File: config.mk
export PLATFORM = sky130hd
export DESIGN_NAME = cpu_clock_ctrl
export DESIGN_NICKNAME = d
export VERILOG_FILES = /design/src/rtl/cpu_clock_ctrl.sv
export SDC_FILE = /design/constraint.sdc
export NUM_CORES = 1
export LEC_CHECK = 0
export ABC_AREA = 1
export BUFFER_PORTS_ARGS = -buffer_cell sky130_fd_sc_hd__buf_4
export CAP_MARGIN = 20
export CORE_MARGIN = 1.5
export CORE_UTILIZATION = 46
export CTS_CLUSTER_SIZE = 10
export DETAILED_ROUTE_END_ITERATION = 6
export PLACE_DENSITY = 0.65
export SLEW_MARGIN = 20
export SYNTH_ARGS = -nofsm -noshare
export SYNTH_HDL_FRONTEND = slang
export SYNTH_SLANG_ARGS = --single-unit
File: constraint.sdc
create_clock -name clk_in -period 2.5 [get_ports clk_in]
set_input_delay 0.125 -clock clk_in [delete_from_list [all_inputs] [get_ports clk_in]]
set_output_delay 0.125 -clock clk_in [all_outputs]
set_load 0.005 [all_outputs]
File: src/rtl/cpu_clock_ctrl.sv
// cpu_clock_ctrl: regenerates the 65C02 PHI2 clock from the divided source clock.
//   The divided clock is synchronised into clk_in, and PHI2 is rebuilt from its edges.
//   A high phase may only start on a source rise when RDY is high and the CPU is either
//   free-running or holding a debounced single-step token. Once started, a phase always
//   runs for the full source high time.
// Ports:
//   clk_in       system clock, sole clock of the block
//   rst          asynchronous, active-high reset
//   cpu_clk_src  divided clock from the divider (asynchronous)
//   run_mode     1 = free run, 0 = halted / single-step
//   step_btn     raw single-step button, active-high, bouncy
//   rdy_in       1 = a cycle may start, 0 = hold PHI2 low (wait state)
//   phi2         regenerated CPU clock
//   phi2_rise    one-cycle pulse in the first cycle phi2 reads 1
//   phi2_fall    one-cycle pulse in the first cycle phi2 reads 0
//   halted       phi2 low and no cycle can start
//   cycle_count  PHI2 high phases started since reset (wraps)
module cpu_clock_ctrl #(
  parameter int unsigned SYNC_STAGES     = 2,
  parameter int unsigned DEBOUNCE_CYCLES = 270000
) (
  input  logic        clk_in,
  input  logic        rst,
  input  logic        cpu_clk_src,
  input  logic        run_mode,
  input  logic        step_btn,
  input  logic        rdy_in,
  output logic        phi2,
  output logic        phi2_rise,
  output logic        phi2_fall,
  output logic        halted,
  output logic [31:0] cycle_count
);

  localparam int unsigned DB_W = (DEBOUNCE_CYCLES > 1) ? $clog2(DEBOUNCE_CYCLES) : 1;
  localparam logic [DB_W-1:0] DB_LAST = DB_W'(DEBOUNCE_CYCLES - 1);

  typedef enum logic {
    ST_LOW  = 1'b0,
    ST_HIGH = 1'b1
  } state_t;

  // Synchroniser chains, LSB is the first stage
  logic [SYNC_STAGES-1:0] r_src_sync;
  logic [SYNC_STAGES-1:0] r_run_sync;
  logic [SYNC_STAGES-1:0] r_step_sync;
  logic [SYNC_STAGES-1:0] r_rdy_sync;

  logic w_src_s;
  logic w_run_s;
  logic w_step_s;
  logic w_rdy_s;

  assign w_src_s  = r_src_sync[SYNC_STAGES-1];
  assign w_run_s  = r_run_sync[SYNC_STAGES-1];
  assign w_step_s = r_step_sync[SYNC_STAGES-1];
  assign w_rdy_s  = r_rdy_sync[SYNC_STAGES-1];

  always_ff @(posedge clk_in or posedge rst) begin
    if (rst) begin
      r_src_sync  <= '0;
      r_run_sync  <= '0;
      r_step_sync <= '0;
      r_rdy_sync  <= '0;
    end else begin
      r_src_sync  <= {r_src_sync[SYNC_STAGES-2:0], cpu_clk_src};
      r_run_sync  <= {r_run_sync[SYNC_STAGES-2:0], run_mode};
      r_step_sync <= {r_step_sync[SYNC_STAGES-2:0], step_btn};
      r_rdy_sync  <= {r_rdy_sync[SYNC_STAGES-2:0], rdy_in};
    end
  end

  // Source edge strobes, registered so a source edge reaches phi2 three clocks after sampling
  logic r_src_d;
  logic r_src_rise;
  logic r_src_fall;

  always_ff @(posedge clk_in or posedge rst) begin
    if (rst) begin
      r_src_d    <= 1'b0;
      r_src_rise <= 1'b0;
      r_src_fall <= 1'b0;
    end else begin
      r_src_d    <= w_src_s;
      r_src_rise <= w_src_s & ~r_src_d;
      r_src_fall <= ~w_src_s & r_src_d;
    end
  end

  // Step debounce: the stable value only follows after DEBOUNCE_CYCLES consecutive differing samples
  logic            r_step_stable;
  logic [DB_W-1:0] r_db_cnt;
  logic            w_db_done;
  logic            w_step_event;

  assign w_db_done    = (w_step_s != r_step_stable) && (r_db_cnt == DB_LAST);
  assign w_step_event = w_db_done & w_step_s;

  always_ff @(posedge clk_in or posedge rst) begin
    if (rst) begin
      r_step_stable <= 1'b0;
      r_db_cnt      <= '0;
    end else if (w_step_s == r_step_stable) begin
      r_db_cnt <= '0;
    end else if (w_db_done) begin
      r_step_stable <= w_step_s;
      r_db_cnt      <= '0;
    end else begin
      r_db_cnt <= r_db_cnt + DB_W'(1);
    end
  end

  // PHI2 FSM state and registered outputs
  state_t      r_state;
  logic        r_phi2;
  logic        r_rise;
  logic        r_fall;
  logic        r_halted;
  logic        r_step_pending;
  logic [31:0] r_cycle_count;

  state_t      w_state_nxt;
  logic        w_phi2_nxt;
  logic        w_rise_nxt;
  logic        w_fall_nxt;
  logic        w_halted_nxt;
  logic        w_pend_nxt;
  logic        w_grant;
  logic [31:0] w_count_nxt;

  always_ff @(posedge clk_in or posedge rst) begin
    if (rst) begin
      r_state        <= ST_LOW;
      r_phi2         <= 1'b0;
      r_rise         <= 1'b0;
      r_fall         <= 1'b0;
      r_halted       <= 1'b1;
      r_step_pending <= 1'b0;
      r_cycle_count  <= '0;
    end else begin
      r_state        <= w_state_nxt;
      r_phi2         <= w_phi2_nxt;
      r_rise         <= w_rise_nxt;
      r_fall         <= w_fall_nxt;
      r_halted       <= w_halted_nxt;
      r_step_pending <= w_pend_nxt;
      r_cycle_count  <= w_count_nxt;
    end
  end

  // Next-state: a rise is granted or skipped whole; a started phase only ends on the source fall
  always_comb begin
    w_state_nxt = r_state;
    w_phi2_nxt  = r_phi2;
    w_rise_nxt  = 1'b0;
    w_fall_nxt  = 1'b0;
    w_count_nxt = r_cycle_count;
    w_pend_nxt  = r_step_pending;
    w_grant     = 1'b0;

    case (r_state)
      ST_LOW: begin
        if (r_src_rise && w_rdy_s && (w_run_s || r_step_pending)) begin
          w_grant     = 1'b1;
          w_state_nxt = ST_HIGH;
          w_phi2_nxt  = 1'b1;
          w_rise_nxt  = 1'b1;
          w_count_nxt = r_cycle_count + 32'd1;
        end
      end
      ST_HIGH: begin
        if (r_src_fall) begin
          w_state_nxt = ST_LOW;
          w_phi2_nxt  = 1'b0;
          w_fall_nxt  = 1'b1;
        end
      end
    endcase

    // Grant consumes the old token first so a same-cycle step event re-arms it
    if (w_grant) begin
      w_pend_nxt = 1'b0;
    end
    if (w_run_s) begin
      w_pend_nxt = 1'b0;
    end else if (w_step_event) begin
      w_pend_nxt = 1'b1;
    end

    w_halted_nxt = (w_state_nxt == ST_LOW) & ~w_run_s & ~w_pend_nxt;
  end

  assign phi2        = r_phi2;
  assign phi2_rise   = r_rise;
  assign phi2_fall   = r_fall;
  assign halted      = r_halted;
  assign cycle_count = r_cycle_count;

endmodule

==> results.py, run 1 <==
metrics = {
    "outcome": {
        "outcome": "finished, final reports clean",
    },
    "synth": {
        "synth-xor-area-share": 0.0687,
        "synthMuxAreaShare": 0,
        "ys_warn_count": 0,
        "async_reset_ff_frac": 1.00,
        "synth.avg_cell_area_um2": 8.32,
        "yosysSeqAreaShare": 0.502,
        "ys_seq_elements": 69,
        "syn_nets": 422,
        "synth_area_mm2": 0.00344,
        "yosysUniqueCellTypes": 29,
        "synth-simple-area-share": 0.347,
        "synth_compound_gate_area_share": 0.0120,
        "synthAdderAreaFrac": 0.00726,
        "synth_edf_count": 0,
        "synthCells": 414,
        "synth_top_family_by_area": "simple AND/OR/NAND/NOR gates",
        "ys.flop_type": "dfrtp_1",
    },
    "global_routing": {
        "grt_pass1_vias": 2609,
        "grt_max_degree": 36,
        "grt_pass1_wl_um": 11700,
        "overflow": 0,
        "track_usage": 0.194,
        "antenna_found_initial": 0,
    },
    "pwr": {
        "clkPwrFrac": 0.387,
        "comb_power_share": 0.076,
        "p_switching_uw": 628,
        "swShare": 0.278,
        "leakage_uw": 0.00200,
        "design_power_total_uw": 2260,
        "vdd_drop_max_uv": 320,
        "power_density_mw_per_mm2": 548,
        "intPower_uw": 1630,
        "p_seq_frac": 0.537,
    },
    "sta": {
        "timing.setup.tns_ps": 0,
        "fin_worst_skew_ps": 9.67,
        "setup_slack_ps": 946,
        "fin_crit_sh": 0.622,
        "finalSetupViolCount": 0,
        "rsz0062_at_grt": "false",
        "hold_viol": 0,
        "max-slew-margin-rel": 0.521,
        "min_period_ps": 1550,
        "timing.fmax_mhz": 643,
        "tightest_slew_ps": 717,
        "slew_viol_final": 0,
        "timing.hold.ws_ps": 353,
    },
    "final_layout": {
        "final_nets": 480,
        "fin_cells": 576,
        "fill_cells": 670,
        "antenna_cells": 0,
        "mostFrequentLayoutCells": "106 x nand2_1, 68 x dfrtp_1, 59 x nor2_1, 50 x inv_1, 43 x buf_4",
        "mostFrequentLayoutCell": "nand2_1",
        "area_delta_synth_final_pct": 19.7,
        "drive_above_1_share": 0.205,
    },
    "routing": {
        "top_layer": "met4",
        "drtAntennaViolNets": 0,
        "post-route-drc-count": 0,
        "num_vias": 2714,
        "drtIter0Drc": 136,
        "wl_per_cell_um": 11.9,
        "wl_met1_um": 3290,
        "dr.pass1.iters": 4,
        "wl_met3_um": 196,
        "routed-wl-met2_um": 3170,
        "drt_wl_total_um": 6830,
        "vias_per_cell": 4.71,
    },
    "clock_tree": {
        "ctsHtreeMaxLevel": 3,
        "cts_buffer_depth": 2,
        "cts_root_buf": "clkbuf_8",
        "numCtsBuffers": 9,
        "cts_sinks": 69,
        "insertion_delay_ps": 350,
        "ctsResizeCount": 0,
        "cts_tree": "done",
        "path_clk_slew_ps": 90,
    },
    "critical_path": {
        "endpoint_kind": "flop",
        "crit_path_top_delay_cell": "dfrtp_1",
        "crit_fanout": 7,
        "cp_num_buf_inv": 0,
        "worstSetupStartpointType": "flop",
        "crit_chain": "ha_1 -> nand3_1 -> nor2_2 -> nand2_4 -> nor2_4 -> nand2_1 -> xor2_1",
        "path_class": "reg -> reg",
        "crit_arrival_ps": 1790,
        "crit_required_ps": 2730,
        "slowest_delay_ps": 430,
        "cp_top_family": "simple AND/OR/NAND/NOR gates",
    },
    "placement": {
        "gp_congestion": 0.814,
        "dp_hpwl_um": 5140,
        "place_ws_ps": 950,
        "io_buffers": 41,
        "place_inst": 555,
    },
    "worst_hold_path": {
        "hold_class": "reg -> reg",
    },
    "die": {
        "start_util": 0.475,
        "core_mm2": 0.00725,
        "die_w_um": 89.5,
        "rows": 31,
        "dieArea_mm2": 0.00802,
        "ios": 42,
        "die_h_um": 89.5,
    },
    "flow_run": {
        "max-cap-violations": 0,
    },
}
cell type report:
type | count | area (um2) | area share
clock buffer | 9 | 124 | 0.0300
multi-input combinational | 287 | 1500 | 0.363
clock inverter | 7 | 63.8 | 0.0155
tap | 99 | 124 | 0.0300
timing repair buffer | 48 | 373 | 0.0904
inverter | 57 | 215 | 0.0522
sequential | 69 | 1730 | 0.419
repair_timing:
action / in CTS / in global routing
buffers inserted: 0 / 0
endpoints found under the hold margin: 36 / 0
hold buffers: 5 / 0
stage by stage:
step	utilization	area, um2
after floorplan	-	3440
after global placement	0.536	3890
after detailed placement	0.536	3890
after CTS	0.569	4120
after global routing	0.569	4120
final	0.569	4120
power groups by stage:
| stage | clock network (uW) | logic, uW | registers (uW) |
|---|---|---|---|
| CTS | 897 | 175 | 1210 |
| finish | 874 | 171 | 1210 |
| floorplan | 0 | 84.3 | 1230 |
| global placement | 0 | 165 | 1230 |
| global route | 948 | 192 | 1220 |
| detailed placement | 0 | 169 | 1240 |
flip-flops by register name, summed over array words and instances, names as in the netlist, 2 cells and up:
register,count
cycle_count,32
r_db_cnt,19
r_rdy_sync,2
r_run_sync,2
r_src_sync,2
r_step_sync,2
worst paths after layout:
kind | cells after the start | startpoint | to | slack, ps
worst max register to register | 7 | cycle_count[0]$_DFFE_PP0P_ | cycle_count[16]$_DFFE_PP0P_ | 950
max in group asynchronous | 4 | rst | cycle_count[16]$_DFFE_PP0P_ | 1310
worst min register to register | 0 | r_rdy_sync[0]$_DFF_PP0_ | r_rdy_sync[1]$_DFF_PP0_ | 350
worst min-delay path | 0 | r_rdy_sync[0]$_DFF_PP0_ | r_rdy_sync[1]$_DFF_PP0_ | 350
worst max-delay path | 7 | cycle_count[0]$_DFFE_PP0P_ | cycle_count[16]$_DFFE_PP0P_ | 950
min in group asynchronous | 3 | rst | r_run_sync[1]$_DFF_PP0_ | 450
cells in the mapped netlist (3+ instances only):
master   count  share of area
nand2_4      3         0.0098
nand3_1     29          0.042
xor2_1      18          0.046
nor2_2      15          0.027
xnor2_1      9          0.023
inv_1       51          0.056
nand2_1    106           0.12
nor2_4       3         0.0098
inv_2        5         0.0054
nand4_1     16          0.029
dfrtp_1     68           0.49
nor2_1      59          0.064
nand2_2      3         0.0054
nor3_1       8          0.012
per-layer routing:
metal  global-route usage  vias up
met5                    0        -
met4               0.0853        0
met3               0.0379       11
met2                0.308       40
met1                0.257     1255
li1                     -     1408
logic make-up (layout without fill, tap and decap cells):
logic type / count (synthesis) / count (layout)
AO/OA/AOI/OAI: 7 / 7
flip-flops: 69 / 69
buffers and inverters: 58 / 121
AND/OR/NAND/NOR: 251 / 251
adder cells (fa/ha/maj): 2 / 2
XOR/XNOR: 27 / 27
Note: power is estimated with default switching activity, not from simulation.
==> run 2, diff against run 1 <==
--- a/config.mk
+++ b/config.mk
@@ -5,14 +5,14 @@
 export SDC_FILE = /design/constraint.sdc
 export NUM_CORES = 1
 export LEC_CHECK = 0
-export ABC_AREA = 1
+export ABC_AREA = 0
 export BUFFER_PORTS_ARGS = -buffer_cell sky130_fd_sc_hd__buf_4
 export CAP_MARGIN = 20
 export CORE_MARGIN = 1.5
 export CORE_UTILIZATION = 46
 export CTS_CLUSTER_SIZE = 10
 export DETAILED_ROUTE_END_ITERATION = 6
-export PLACE_DENSITY = 0.65
+export PLACE_DENSITY = 0.68
 export SLEW_MARGIN = 20
 export SYNTH_ARGS = -nofsm -noshare
 export SYNTH_HDL_FRONTEND = slang
==> constraint.sdc (replaced) <==
create_clock -name clk_in -period 1.3 [get_ports clk_in]
set_input_delay 0.065 -clock clk_in [delete_from_list [all_inputs] [get_ports clk_in]]
set_output_delay 0.065 -clock clk_in [all_outputs]
set_load 0.005 [all_outputs]
==> run 2 against run 1 <==
Compared with the run above: the run now ends with setup timing left; first-iteration DRC count shrank 45%; total power rose by 110%; non-clock buffer count rose by 78; clock power increased by 100%; core utilization increased by 14 points; hold slack worse by 11 ps; clock skew barely moved; register-to-register slack got worse by 1200 ps; largest power group unchanged; highest routed layer unchanged.
==> results.py, run 2 <==
metrics = {
    "final_layout": {
        "largest_register_ffs": 32,
        "seq_area_mm2": 0.00173,
        "multi_input_area_mm2": 0.00139,
        "mostFrequentLayoutCells": "110 x buf_4, 67 x dfrtp_1, 30 x xnor2_1, 18 x nand3_1",
        "drive_above_1_share": 0.463,
        "antenna_cells": 0,
        "final_nets": 394,
        "area_delta_synth_final_pct": 47.4,
        "final_cell_area_mm2": 0.00448,
        "final_core_util": 0.705,
        "mostFrequentLayoutCell": "buf_4",
        "fill_cells": 455,
    },
    "clock_tree": {
        "numCtsBuffers": 9,
        "ctsHtreeMaxLevel": 3,
        "cts_sinks": 69,
        "insertion_delay_ps": 350,
        "path_clk_slew_ps": 80,
        "cts_tree": "done",
        "cts_buffer_depth": 2,
        "cts_root_buf": "clkbuf_8",
    },
    "critical_path": {
        "worstSetupStartpointType": "flop",
        "cp_num_buf_inv": 0,
        "crit_fanout": 3,
        "endpoint_kind": "flop",
        "slowest_delay_ps": 360,
        "crit_chain": "ha_2 -> and3_4 -> nand4_1 -> nor2_1 -> mux2_4",
        "cp_top_family": "simple AND/OR/NAND/NOR gates",
        "rrSetupSlack_ps": -280,
        "path_class": "reg -> reg",
        "crit_required_ps": 1530,
        "crit_path_top_delay_cell": "dfrtp_1",
        "crit_arrival_ps": 1810,
    },
    "synth": {
        "synth_top_area_share": 0.560,
        "ys_warn_count": 0,
        "synth.avg_cell_area_um2": 11.9,
        "yosysTopAreaCell": "dfrtp_1",
        "synth_area_leaders": "dfrtp_1 56%, xnor2_1 8.9%, xor2_1 3.7%",
        "syn_nets": 264,
        "yosysSeqAreaShare": 0.569,
        "ys.flop_type": "dfrtp_1",
        "synth_edf_count": 0,
        "synthCells": 256,
        "yosysMostFrequentCell": "dfrtp_1",
        "yosysUniqueCellTypes": 40,
        "synth_area_mm2": 0.00304,
        "yosys-top-cells-count": "68 x dfrtp_1, 31 x xnor2_1, 21 x nand3_1",
        "async_reset_ff_frac": 1.00,
        "ys_seq_elements": 69,
    },
    "die": {
        "rows": 29,
        "die_w_um": 84.3,
        "dieArea_mm2": 0.00710,
        "start_util": 0.478,
        "die_h_um": 84.3,
        "core_mm2": 0.00635,
        "ios": 42,
    },
    "routing": {
        "num_vias": 2392,
        "post-route-drc-count": 0,
        "vias_per_cell": 5.11,
        "wl_per_cell_um": 14.6,
        "dr.pass1.iters": 6,
        "drt_wl_total_um": 6830,
        "drtIter0Drc": 75,
        "drtAntennaViolNets": 0,
    },
    "pwr": {
        "leakage_uw": 0.00219,
        "vdd_drop_max_uv": 1060,
        "power_density_mw_per_mm2": 1070,
    },
    "sta": {
        "rsz0062_at_grt": "true",
        "fin_crit_sh": 1.21,
        "timing.setup.tns_ps": -9110,
        "setup_slack_ps": -278,
        "fin_worst_skew_ps": 10.1,
        "min_period_ps": 1580,
        "timing.fmax_mhz": 634,
        "max-slew-margin-rel": 0.753,
        "timing.hold.ws_ps": 342,
        "slew_viol_final": 0,
        "tightest_slew_ps": 371,
        "hold_viol": 0,
        "finalSetupViolCount": 52,
    },
    "global_routing": {
        "top_usage_layer": "met2",
        "track_usage": 0.206,
        "grt_use_met2": 0.333,
        "antenna_found_initial": 0,
        "grt_pass1_vias": 2442,
        "grt_max_degree": 70,
        "grt_pass1_wl_um": 11600,
        "overflow": 0,
        "gr-usage-met1": 0.263,
        "grt_use_met3": 0.0619,
    },
    "placement": {
        "io_buffers": 41,
        "dp_hpwl_um": 4370,
        "gp_congestion": 0.777,
        "place_ws_ps": -309,
        "placed_cell_area_mm2": 0.00395,
    },
    "flow_run": {
        "max-cap-violations": 0,
    },
    "outcome": {
        "outcome": "complete, but fails checks",
        "violations": "setup timing",
    },
    "worst_hold_path": {
        "hold_class": "reg -> reg",
    },
}
-- run 2: per-stage QoR --
stage | instances | power (uW)
after floorplan | 256 | 2530
after global placement | 435 | 2820
after detailed placement | 435 | 2830
after CTS | 469 | 4790
after global routing | 468 | 4990
final | 468 | 4770
-- run 2: report_power, final --
group	internal [uW]	total (uW)	switching [uW]
sequential	2240	2300	64.6
clock	930	1760	832
combinational	414	708	294
-- run 2: final timing paths --
| path | end | cells after the start | from |
|---|---|---|---|
| worst max-delay path | r_step_stable$_DFFE_PP0P_ | 5 | r_db_cnt[1]$_DFF_PP0_ |
| min in group asynchronous | r_src_sync[0]$_DFF_PP0_ | 4 | rst |
| max in group asynchronous | halted$_DFF_PP1_ | 4 | rst |
| worst min register to register | r_step_sync[1]$_DFF_PP0_ | 0 | r_step_sync[0]$_DFF_PP0_ |
| worst min-delay path | r_step_sync[1]$_DFF_PP0_ | 0 | r_step_sync[0]$_DFF_PP0_ |
| worst max register to register | r_step_stable$_DFFE_PP0P_ | 5 | r_db_cnt[1]$_DFF_PP0_ |
-- run 2: area by class of cell --
type	instances	share of cell area
clock inverter	6	0.0140
clock buffer	10	0.0308
sequential	69	0.386
multi-input combinational	173	0.311
timing repair buffer	126	0.230
tap	77	0.0215
inverter	7	0.00671
-- run 2: cell families (layout without fill, tap and decap cells) --
logic type / count (synthesis) / after routing / share of synthesized area
AO/OA/AOI/OAI: 16 / 16 / 0.0354
XOR/XNOR: 44 / 44 / 0.127
adder cells (fa/ha/maj): 2 / 2 / 0.00824
buffers and inverters: 14 / 149 / 0.0264
flip-flops: 69 / 69 / 0.569
multiplexers: 2 / 2 / 0.00742
AND/OR/NAND/NOR: 109 / 109 / 0.227
-- run 2: worst register-to-register path: stages (launching register included) --
cell	delay [ps]
dfrtp_1	360
ha_2	180
and3_4	190
nand4_1	190
nor2_1	220
mux2_4	320
-- run 2: timing repair --
item	4_1_cts	5_1_grt
hold buffers	5	0
gates resized for setup	26	15
setup endpoints to repair	52	56
cloned	1	0
buffers inserted	12	1
hold endpoints to repair	72	0
pin swaps	11	10
-- run 2: routing by layer --
metal | up-vias | share of wire
met4 | 0 | 0.016
met2 | 49 | 0.51
met3 | 16 | 0.033
li1 | 1155 | -
met5 | - | 0
met1 | 1172 | 0.44
==> run 3, diff against run 2 <==
--- a/config.mk
+++ b/config.mk
@@ -9,10 +9,11 @@
 export BUFFER_PORTS_ARGS = -buffer_cell sky130_fd_sc_hd__buf_4
 export CAP_MARGIN = 20
 export CORE_MARGIN = 1.5
-export CORE_UTILIZATION = 46
+export CORE_UTILIZATION = 45
 export CTS_CLUSTER_SIZE = 10
 export DETAILED_ROUTE_END_ITERATION = 6
-export PLACE_DENSITY = 0.68
+export PLACE_DENSITY = 0.66
+export SETUP_SLACK_MARGIN = 0.4
 export SLEW_MARGIN = 20
 export SYNTH_ARGS = -nofsm -noshare
 export SYNTH_HDL_FRONTEND = slang
==> run 3 against run 2 <==
Compared with the run above: hold slack got worse by 76 ps; the flow finishes with violations (DRC, setup timing); register-to-register slack got worse by 150 ps; clock skew grew 1.9 ps; combinational power rose by 31%; maximum frequency decreased by 8.5%; non-clock buffer count rose by 33; worst setup slack lost 150 ps; sequential power about the same.
==> results.py, run 3 (same netlist as run 2, synthesis figures left out) <==
metrics = {
    "clock_tree": {
        "numCtsBuffers": 9,
        "cts_root_buf": "clkbuf_8",
        "cts_tree": "done",
        "insertion_delay_ps": 340,
        "path_clk_slew_ps": 80,
        "ctsHtreeMaxLevel": 3,
        "cts_buffer_depth": 2,
        "cts_sinks": 69,
    },
    "critical_path": {
        "endpoint_kind": "flop",
        "crit_fanout": 7,
        "cp_num_buf_inv": 4,
        "crit_path_top_delay_cell": "dfrtp_1",
        "cp_common_cell": "buf_4",
        "path_depth": 8,
        "r2r_end": "cycle_count[31]$_DFFE_PP0P_",
        "crit_required_ps": 1520,
        "slowest_delay_ps": 390,
        "crit_arrival_ps": 1940,
        "crit_end": "cycle_count[31]$_DFFE_PP0P_",
        "cp_top_family": "buffers and inverters",
        "crit_chain": "buf_4 -> buf_6 -> nand3_2 -> nor4_4 -> buf_4 -> buf_12 -> nand4_1 -> xnor2_1",
        "r2r-start": "cycle_count[0]$_DFFE_PP0P_",
        "worstSetupStartpointType": "flop",
        "path_class": "reg -> reg",
        "rrSetupSlack_ps": -430,
        "r2r_cells": 8,
        "crit_path_start": "cycle_count[0]$_DFFE_PP0P_",
    },
    "routing": {
        "vias_per_cell": 5.29,
        "dr.pass1.iters": 7,
        "drtAntennaViolNets": 0,
        "post-route-drc-count": 2,
        "drtIter0Drc": 127,
        "drt_wl_total_um": 8550,
        "wl_per_cell_um": 17.0,
        "num_vias": 2656,
    },
    "global_routing": {
        "track_usage": 0.221,
        "grt_pass1_wl_um": 12500,
        "antenna_found_initial": 0,
        "overflow": 0,
        "grt_max_degree": 25,
        "grt_pass1_vias": 2645,
    },
    "sta": {
        "setup_slack_ps": -425,
        "max-slew-margin-rel": 0.575,
        "hold_viol": 0,
        "finalSetupViolCount": 53,
        "tightest_slew_ps": 634,
        "fin_crit_sh": 1.33,
        "timing.setup.tns_ps": -13880,
        "timing.fmax_mhz": 580,
        "timing.hold.ws_ps": 266,
        "fin_worst_skew_ps": 11.9,
        "min_period_ps": 1730,
        "rsz0062_at_grt": "true",
        "slew_viol_final": 0,
    },
    "die": {
        "ios": 42,
        "die_h_um": 85.1,
        "rows": 29,
        "die_w_um": 85.1,
        "core_mm2": 0.00642,
        "dieArea_mm2": 0.00725,
        "start_util": 0.473,
    },
    "placement": {
        "dp_hpwl_um": 4710,
        "io_buffers": 41,
        "placed_cell_area_mm2": 0.00408,
        "gp_congestion": 0.801,
    },
    "pwr": {
        "power_density_mw_per_mm2": 1010,
        "design_power_total_uw": 5150,
        "vdd_drop_max_uv": 606,
        "leakage_uw": 0.00248,
    },
    "outcome": {
        "outcome": "complete, but fails checks",
        "violations": "DRC, setup timing",
    },
    "final_layout": {
        "final_cell_area_mm2": 0.00508,
        "final_core_util": 0.791,
        "mostFrequentLayoutCell": "buf_6",
        "drive_above_1_share": 0.513,
        "final_nets": 428,
        "antenna_cells": 0,
        "area_delta_synth_final_pct": 67.2,
        "mostFrequentLayoutCells": "75 x buf_6, 72 x buf_4, 67 x dfrtp_1, 30 x xnor2_1, 17 x nand4_1",
        "largest_register_ffs": 32,
    },
    "flow_run": {
        "max-cap-violations": 0,
    },
    "worst_hold_path": {
        "hold_class": "in -> async",
    },
}
run 3: changes by cell type in the layout (fill, tap and decap cells not counted), moves of 3 or more:
| cell | delta |
|---|---|
| nand3_2 | +4 |
| clkinvlp_4 | -3 |
| buf_4 | -38 |
| buf_6 | +68 |
| buf_12 | +3 |
| nand3_1 | -4 |
run 3: worst reg2reg max path: stages (launching register included):
cell and delay, ps:
dfrtp_1 390, buf_4 130, buf_6 90, nand3_2 80
nor4_4 290, buf_4 190, buf_12 130, nand4_1 150
xnor2_1 170
run 3: per-stage QoR:
step | worst slack, ps | instances
floorplan | -273 | 256
global placement | -263 | 446
detailed placement | -298 | 446
CTS | -229 | 483
global route | -477 | 502
finish | -425 | 502
run 3: layer usage:
metal | track usage | up-vias | share of wire
met2 | 0.384 | 62 | 0.54
met5 | 0 | - | 0
met4 | 0.0730 | 0 | 0.024
met1 | 0.273 | 1343 | 0.40
met3 | 0.0516 | 18 | 0.038
li1 | - | 1233 | -
run 3: report_power, final:
part / internal [uW] / total (uW) / switching [uW]
logic: 556 / 925 / 370
registers: 2240 / 2310 / 76.7
clock network: 1120 / 1910 / 785
total: 3920 / 5150 / 1230
run 3: worst min-delay path by stage:
| stage | startpoint | end | cells past startpoint |
|---|---|---|---|
| final | rst | cycle_count[13]$_DFFE_PP0P_ | 3 |
| after global routing | rst | cycle_count[13]$_DFFE_PP0P_ | 3 |
| after floorplan | rdy_in | r_rdy_sync[0]$_DFF_PP0_ | 0 |
| after CTS | rst | cycle_count[16]$_DFFE_PP0P_ | 3 |
| after detailed placement | rst | cycle_count[16]$_DFFE_PP0P_ | 2 |
| after global placement | rst | cycle_count[15]$_DFFE_PP0P_ | 2 |
run 3: area by class of cell:
cell class / instances / area (um2)
Inverter: 7 / 30.0
Timing Repair Buffer: 159 / 1580
Clock inverter: 5 / 75.1
Tap cell: 77 / 96.3
Fill cell: 360 / 1350
Clock buffer: 11 / 141
Sequential cell: 69 / 1730
Multi-Input combinational cell: 173 / 1420
Timing Repair inverter: 1 / 5.00
run 3: timing repair:
action                     4_1_cts  5_1_grt
buffers inserted                16       17
gates resized for setup         86       23
setup endpoints to repair       93      110
hold endpoints to repair        23        0
hold buffers                     5        0
pin swaps                       17       21
gates cloned                     0        2
